<file path="config.mk">
export PLATFORM = sky130hd
export DESIGN_NAME = ext_mem_loader
export DESIGN_NICKNAME = d
export VERILOG_FILES = /design/src/rtl/ext_loader_pkg.sv /design/src/rtl/ext_addr_counter.sv /design/src/rtl/ext_mem_loader.sv
export SDC_FILE = /design/constraint.sdc
export NUM_CORES = 1
export LEC_CHECK = 0
export BUFFER_PORTS_ARGS = -buffer_cell sky130_fd_sc_hd__buf_4
export CORE_UTILIZATION = 50
export CTS_CLUSTER_SIZE = 24
export DETAILED_ROUTE_END_ITERATION = 10
export PLACE_DENSITY = 0.75
export SLEW_MARGIN = 20
export SYNTH_ARGS = -nofsm -noshare
export SYNTH_HDL_FRONTEND = slang
export SYNTH_SLANG_ARGS = --single-unit
</file>
<file path="constraint.sdc">
create_clock -name clk -period 9.21 [get_ports clk]
set_input_delay 0.921 -clock clk [delete_from_list [all_inputs] [get_ports clk]]
set_output_delay 0.921 -clock clk [all_outputs]
set_load 0.005 [all_outputs]
</file>
<file path="src/rtl/ext_loader_pkg.sv">
// Shared opcodes, FSM encoding and word geometry for the external-memory loader.
package ext_loader_pkg;

  localparam int unsigned WORD_BYTES = 4;

  localparam logic [1:0] OP_LOAD_IMEM = 2'd0;
  localparam logic [1:0] OP_LOAD_DMEM = 2'd1;
  localparam logic [1:0] OP_DUMP_DMEM = 2'd2;
  localparam logic [1:0] OP_RUN       = 2'd3;

  typedef enum logic [2:0] {
    StIdle     = 3'd0,
    StLoad     = 3'd1,
    StDumpReq  = 3'd2,
    StDumpWait = 3'd3,
    StDumpOut  = 3'd4,
    StRun      = 3'd5
  } state_e;

endpackage

</file>
<file path="src/rtl/ext_addr_counter.sv">
// Loadable word-address up-counter paired with a remaining-count down-counter.
module ext_addr_counter
  import ext_loader_pkg::*;
#(
  parameter int unsigned CNT_W = 16
) (
  input  logic             clk,
  input  logic             arst,
  input  logic             load_i,
  input  logic             step_i,
  input  logic [31:0]      base_i,
  input  logic [CNT_W-1:0] count_i,
  output logic [31:0]      addr_o,
  output logic [31:0]      addr_nxt_o,
  output logic             last_o
);

  logic [31:0]      addr_q, addr_d;
  logic [CNT_W-1:0] remain_q, remain_d;

  always_comb begin
    addr_d   = addr_q;
    remain_d = remain_q;
    if (load_i) begin
      addr_d   = base_i;
      remain_d = count_i;
    end else if (step_i) begin
      addr_d   = addr_q + 32'(WORD_BYTES);
      remain_d = remain_q - CNT_W'(1);
    end
  end

  always_ff @(posedge clk or posedge arst) begin
    if (arst) begin
      addr_q   <= '0;
      remain_q <= '0;
    end else begin
      addr_q   <= addr_d;
      remain_q <= remain_d;
    end
  end

  // Next address is exposed so registered strobes can carry the address they refer to.
  assign addr_o     = addr_q;
  assign addr_nxt_o = addr_d;
  assign last_o     = (remain_q == CNT_W'(1));

endmodule

</file>
<file path="src/rtl/ext_mem_loader.sv">
// Host-side controller driving the CPU's IMEM/DMEM external ports: load, dump and timed run.
module ext_mem_loader
  import ext_loader_pkg::*;
#(
  parameter int unsigned DATA_W     = 32,
  parameter int unsigned IMEM_BYTES = 2048,
  parameter int unsigned DMEM_BYTES = 4096,
  parameter int unsigned CNT_W      = 16
) (
  input  logic              clk,
  input  logic              arst,
  input  logic              cmd_valid,
  output logic              cmd_ready,
  input  logic [1:0]        cmd_op,
  input  logic [31:0]       cmd_base,
  input  logic [CNT_W-1:0]  cmd_count,
  input  logic              wr_valid,
  output logic              wr_ready,
  input  logic [DATA_W-1:0] wr_data,
  output logic              rd_valid,
  input  logic              rd_ready,
  output logic [DATA_W-1:0] rd_data,
  output logic              rd_last,
  output logic [31:0]       addr_ext,
  output logic              wen_ext,
  output logic              ren_ext,
  output logic [DATA_W-1:0] wdata_ext,
  input  logic [DATA_W-1:0] rdata_ext,
  output logic [31:0]       addr_ext_2,
  output logic              wen_ext_2,
  output logic              ren_ext_2,
  output logic [DATA_W-1:0] wdata_ext_2,
  input  logic [DATA_W-1:0] rdata_ext_2,
  output logic              cpu_enable,
  output logic              done,
  output logic              error
);

  state_e state_q, state_d;
  logic   dmem_sel_q, dmem_sel_d;
  logic   cmd_ready_q, cmd_ready_d;
  logic   wr_ready_q, wr_ready_d;
  logic   rd_valid_q, rd_valid_d;
  logic   rd_last_q, rd_last_d;
  logic   wen_ext_q, wen_ext_d;
  logic   wen_ext_2_q, wen_ext_2_d;
  logic   ren_ext_2_q, ren_ext_2_d;
  logic   cpu_enable_q, cpu_enable_d;
  logic   done_q, done_d;
  logic   error_q, error_d;
  logic [DATA_W-1:0] rd_data_q, rd_data_d;
  logic [DATA_W-1:0] wdata_ext_q, wdata_ext_d;
  logic [DATA_W-1:0] wdata_ext_2_q, wdata_ext_2_d;
  logic [31:0]       addr_ext_q, addr_ext_d;
  logic [31:0]       addr_ext_2_q, addr_ext_2_d;

  logic        accept, cmd_bad, cmd_zero, wr_fire, rd_fire, in_run;
  logic        cnt_load, cnt_step, cnt_last;
  logic [31:0] cnt_addr, cnt_addr_nxt;
  logic [32:0] span_end, span_lim;

  // IMEM is write-only from this block; its read data is deliberately ignored.
  logic unused_rdata_ext;
  assign unused_rdata_ext = ^rdata_ext;

  // 33-bit span so base + 4*count can never wrap past the limit.
  always_comb begin
    span_end = {1'b0, cmd_base} + 33'(cmd_count) * 33'(WORD_BYTES);
    span_lim = (cmd_op == OP_LOAD_IMEM) ? 33'(IMEM_BYTES) : 33'(DMEM_BYTES);
    cmd_bad  = (cmd_base[1:0] != 2'b00) || ((cmd_op != OP_RUN) && (span_end > span_lim));
  end

  assign accept   = (state_q == StIdle) && cmd_valid && cmd_ready_q;
  assign cmd_zero = (cmd_count == '0);
  assign wr_fire  = (state_q == StLoad) && wr_valid && wr_ready_q;
  assign rd_fire  = (state_q == StDumpOut) && rd_valid_q && rd_ready;
  assign in_run   = (state_q == StRun);
  assign cnt_load = accept && !cmd_bad;
  assign cnt_step = wr_fire || rd_fire || in_run;

  ext_addr_counter #(
    .CNT_W (CNT_W)
  ) u_addr_counter (
    .clk        (clk),
    .arst       (arst),
    .load_i     (cnt_load),
    .step_i     (cnt_step),
    .base_i     (cmd_base),
    .count_i    (cmd_count),
    .addr_o     (cnt_addr),
    .addr_nxt_o (cnt_addr_nxt),
    .last_o     (cnt_last)
  );

  always_ff @(posedge clk or posedge arst) begin
    if (arst) begin
      state_q       <= StIdle;
      dmem_sel_q    <= 1'b0;
      cmd_ready_q   <= 1'b0;
      wr_ready_q    <= 1'b0;
      rd_valid_q    <= 1'b0;
      rd_data_q     <= '0;
      rd_last_q     <= 1'b0;
      addr_ext_q    <= '0;
      wen_ext_q     <= 1'b0;
      wdata_ext_q   <= '0;
      addr_ext_2_q  <= '0;
      wen_ext_2_q   <= 1'b0;
      ren_ext_2_q   <= 1'b0;
      wdata_ext_2_q <= '0;
      cpu_enable_q  <= 1'b0;
      done_q        <= 1'b0;
      error_q       <= 1'b0;
    end else begin
      state_q       <= state_d;
      dmem_sel_q    <= dmem_sel_d;
      cmd_ready_q   <= cmd_ready_d;
      wr_ready_q    <= wr_ready_d;
      rd_valid_q    <= rd_valid_d;
      rd_data_q     <= rd_data_d;
      rd_last_q     <= rd_last_d;
      addr_ext_q    <= addr_ext_d;
      wen_ext_q     <= wen_ext_d;
      wdata_ext_q   <= wdata_ext_d;
      addr_ext_2_q  <= addr_ext_2_d;
      wen_ext_2_q   <= wen_ext_2_d;
      ren_ext_2_q   <= ren_ext_2_d;
      wdata_ext_2_q <= wdata_ext_2_d;
      cpu_enable_q  <= cpu_enable_d;
      done_q        <= done_d;
      error_q       <= error_d;
    end
  end

  always_comb begin
    state_d    = state_q;
    dmem_sel_d = dmem_sel_q;
    unique case (state_q)
      StIdle: begin
        if (accept) begin
          dmem_sel_d = (cmd_op != OP_LOAD_IMEM);
          if (!cmd_bad && !cmd_zero) begin
            case (cmd_op)
              OP_LOAD_IMEM, OP_LOAD_DMEM: state_d = StLoad;
              OP_DUMP_DMEM:               state_d = StDumpReq;
              default:                    state_d = StRun;
            endcase
          end
        end
      end
      StLoad:     if (wr_fire && cnt_last) state_d = StIdle;
      StDumpReq:  state_d = StDumpWait;
      StDumpWait: state_d = StDumpOut;
      StDumpOut:  if (rd_fire) state_d = cnt_last ? StIdle : StDumpReq;
      StRun:      if (cnt_last) state_d = StIdle;
      default:    state_d = StIdle;
    endcase
  end

  // Outputs are computed from the next state so that every port comes straight from a flop.
  always_comb begin
    cmd_ready_d   = (state_d == StIdle);
    wr_ready_d    = (state_d == StLoad);
    cpu_enable_d  = (state_d == StRun);
    wen_ext_d     = wr_fire && !dmem_sel_q;
    wen_ext_2_d   = wr_fire && dmem_sel_q;
    ren_ext_2_d   = (state_d == StDumpReq);
    addr_ext_d    = addr_ext_q;
    wdata_ext_d   = wdata_ext_q;
    addr_ext_2_d  = addr_ext_2_q;
    wdata_ext_2_d = wdata_ext_2_q;
    if (wen_ext_d) begin
      addr_ext_d  = cnt_addr;
      wdata_ext_d = wr_data;
    end
    if (wen_ext_2_d) begin
      addr_ext_2_d  = cnt_addr;
      wdata_ext_2_d = wr_data;
    end
    if (ren_ext_2_d) begin
      addr_ext_2_d = cnt_addr_nxt;
    end
    rd_valid_d = (state_d == StDumpOut);
    rd_data_d  = (state_q == StDumpWait) ? rdata_ext_2 : rd_data_q;
    rd_last_d  = rd_valid_d && cnt_last;
    done_d     = (accept && !cmd_bad && cmd_zero) || (wr_fire && cnt_last) ||
                 (rd_fire && cnt_last) || (in_run && cnt_last);
    error_d    = accept && cmd_bad;
  end

  assign cmd_ready   = cmd_ready_q;
  assign wr_ready    = wr_ready_q;
  assign rd_valid    = rd_valid_q;
  assign rd_data     = rd_data_q;
  assign rd_last     = rd_last_q;
  assign addr_ext    = addr_ext_q;
  assign wen_ext     = wen_ext_q;
  assign ren_ext     = 1'b0;
  assign wdata_ext   = wdata_ext_q;
  assign addr_ext_2  = addr_ext_2_q;
  assign wen_ext_2   = wen_ext_2_q;
  assign ren_ext_2   = ren_ext_2_q;
  assign wdata_ext_2 = wdata_ext_2_q;
  assign cpu_enable  = cpu_enable_q;
  assign done        = done_q;
  assign error       = error_q;

endmodule

</file>
==> reports/metrics.cfg <==
[grt]
globalRouteOverflowTotal=0
antenna_found_initial=0
grt_first_pass_wirelength_um=54500
grt_usage_pct=29.2
grt_pass1_vias=10029
grt_max_degree=153

[route]
drc=0
ant_nets=0
vias=10446
wirelength_um=34500
dr.pass1.iters=5
wire_per_inst_um=19.3
viasPerCell=5.84
drt-initial-drc-count=689

[power_and_ir_drop]
p_leak_nw=7.19
peakVddDrop_mv=0.149
power_density_nw_per_um2=283

[critical_path]
r2r_cells=9
cp_data_required_time_ns=9.59
crit_chain=buf_4 > ha_1 > fa_1 > a21o_1 > a221oi_1 > o21bai_1 > xor2_1 > ha_1 > nor4bb_1 > o2111ai_1 > a221o_1 > a2111o_1 > o41a_1 > a31oi_1 > nand4_2 > or4_2 > a21oi_1 > o31ai_1
crit_path_start_kind=input pin
crit_path_max_incr_delay_ns=1.15
r2r_start=u_addr_counter.remain_q[8]$_DFFE_PP0P_
worstPathArrival_ns=6.55
path_buf_inv=1
crit_type=input pin to register
path_delay_family=compound AO/OA/AOI/OAI gates
cpMaxStageDelayCell=or4_2
crit_fanout=35
crit_path_end_kind=register
r2r_slack_ns=5.99
cp_common_cell=ha_1
r2r-end=addr_ext_2[29]$_DFFE_PP0P_

[logic_synthesis]
synth_edf_count=0
netlist_area_sq_um=11400
ys_dominant_reg_cell=dfrtp_1
synth_top_area_cell=dfrtp_1
yosys_warnings=0
syn_nets=1416
yosysSeqAreaShare_pct=48.6
syn_inst=1243
synth_cell_type_count=71
async_flop_share_pct=100
avgSynthCellArea_sq_um=9.20
synth-seq-cells=222
synthTopCellsByArea=dfrtp_1 49%, nand2_1 10%, mux2_2 4.0%, nor2_1 2.9%, nand3_1 2.4%
yosysTopAreaCellShare_pct=48.6

[placed_design]
port_buffers=288
dp_cells=1747
hpwl_um=24200
globalplace.congestion=0.943

[floorplan]
rows=54
core_sq_um=22100
boundaryPins=322
die_area_sq_um=23500
die_w_um=153
die_y_um=153
start_util_pct=51.8

[sta]
max_freq_mhz=162
finalHoldViolations=0
tns_ns=0
slew_violations=0
worst_clock_skew_ns=0.0142
period_minus_slack_ns=6.17
slew_headroom_pct=31.6
worst_pin_slew_ns=1.03
rsz0062_at_grt=no
setup_viol=0
min_period_over_period_pct=67.0

[run]
drv_cap=0

[clock_network]
insertion_delay_ns=0.52
clk_pin_slew_worst_paths_ns=0.06
clkSinkCount=222
htree_levels=1
cts.repair.resized=0
numCtsBuffers=25
cts_setup_buffers=0
hold_buffers=0
root_buffer=clkbuf_16
clk_path_buf_depth=3
cts_tree=yes

[layout]
fill_cells=1835
finish.utilization_pct=65.8
nNetsFinal=1667
final_common_cell=nand2_1
multiInputGateArea_sq_um=5500
final_cell_mix=306 x nand2_1, 299 x buf_4, 222 x dfrtp_1, 88 x nor2_1, 55 x nand3_1
drive_above_1_share_pct=28.2
finalNonFillerCells=1790
n_antenna_cell=0
register_area_sq_um=5560
area_delta_synth_final_pct=27.1

[worst_hold_path]
min_path_cells=2
hold_path_startpoint=wdata_ext[1]$_DFFE_PP0P_
hp-class=register to register
hold_end=wdata_ext[1]$_DFFE_PP0P_

[run_status]
status=finished clean

cells in the mapped netlist, drive strengths merged, types with 7 or more instances:
master	count
a211oi	7
a21oi	58
a221o	9
a2bb2oi	31
a31oi	8
and3	11
buf	20
clkbuf	55
dfrtp	222
ha	21
inv	19
mux2	41
nand2	308
nand3	55
nand4	20
nor2	89
nor2b	7
nor3	47
nor4	12
o21ai	42
o31ai	31
xnor2	29
xor2	16
flip-flops by register name, indices dropped and copies added, names as in the netlist:
signal                   flops
wdata_ext_2                 32
state_q                      3
wen_ext                      1
rd_valid                     1
u_addr_counter.remain_q     16
done                         1
rd_data                     32
addr_ext                    32
ren_ext_2                    1
u_addr_counter.addr_o       32
addr_ext_2                  32
dmem_sel_q                   1
wr_ready                     1
cpu_enable                   1
error                        1
wen_ext_2                    1
rd_last                      1
cmd_ready                    1
wdata_ext                   32
cell families (layout without fill, tap and decap cells):
family / Yosys count / count (layout) / synth area share, %
xor+xnor: 45 / 45 / 3.45
flops: 222 / 222 / 48.6
mux: 46 / 46 / 4.47
simple gates: 578 / 578 / 22.4
buf+inv: 94 / 361 / 3.46
other cells: 1 / 1 / 0.0328
compound gates: 235 / 235 / 15.1
fa+ha+maj: 22 / 22 / 2.47
report_power, final:
part | switching [mW] | internal, mW | leakage [nW] | total [mW]
clock network | 0.378 | 0.589 | 0.396 | 0.967
logic | 0.684 | 0.772 | 3.99 | 1.46
registers | 0.304 | 1.39 | 2.81 | 1.69
metal layers:
metal,up-vias,share of wire [%],global-route usage (%)
met5,-,0,0
met1,5067,42,39.3
met3,48,8.0,4.91
met2,459,48,48.4
li1,4872,-,-
met4,0,2.2,8.37
stage by stage:
step                power, mW  setup slack [ns]  hold slack (ns)  cell area, sq um
global route             4.37              2.66            0.490             14500
CTS                      4.14              3.08            0.477             14500
floorplan                2.36              2.21            0.452             11400
finish                   4.12              3.04            0.474             14500
global placement         3.10              2.63            0.458             13700
detailed placement       3.15              2.54            0.463             13700
worst max path at each step:
stage	start	endpoint	slack, ns	cells after the start
after floorplan	arst	addr_ext[0]$_DFFE_PP0P_	2.21	1
after global placement	cmd_base[2]	u_addr_counter.remain_q[4]$_DFFE_PP0P_	2.63	18
after detailed placement	cmd_base[2]	u_addr_counter.remain_q[4]$_DFFE_PP0P_	2.54	18
after CTS	cmd_base[2]	addr_ext_2[29]$_DFFE_PP0P_	3.08	18
after global routing	cmd_base[2]	u_addr_counter.remain_q[0]$_DFFE_PP0P_	2.66	18
final	cmd_base[2]	addr_ext_2[29]$_DFFE_PP0P_	3.04	18
cell type report:
| type | instances | area share (%) |
|---|---|---|
| flip-flops and latches | 222 | 38.2 |
| multi-input cells | 927 | 37.8 |
| repair buffers | 299 | 15.4 |
| clock buffers | 40 | 5.24 |
| well taps | 280 | 2.41 |
| inverters | 19 | 0.576 |
| clock inverters | 3 | 0.301 |
worst register-to-register path: cells and delay by family (launching register included):
family | cells | cell delay, ns
simple gates | 7 | 2.37
compound gates | 2 | 0.29
flops | 1 | 0.44
Note: power is estimated with default switching activity, not from simulation.
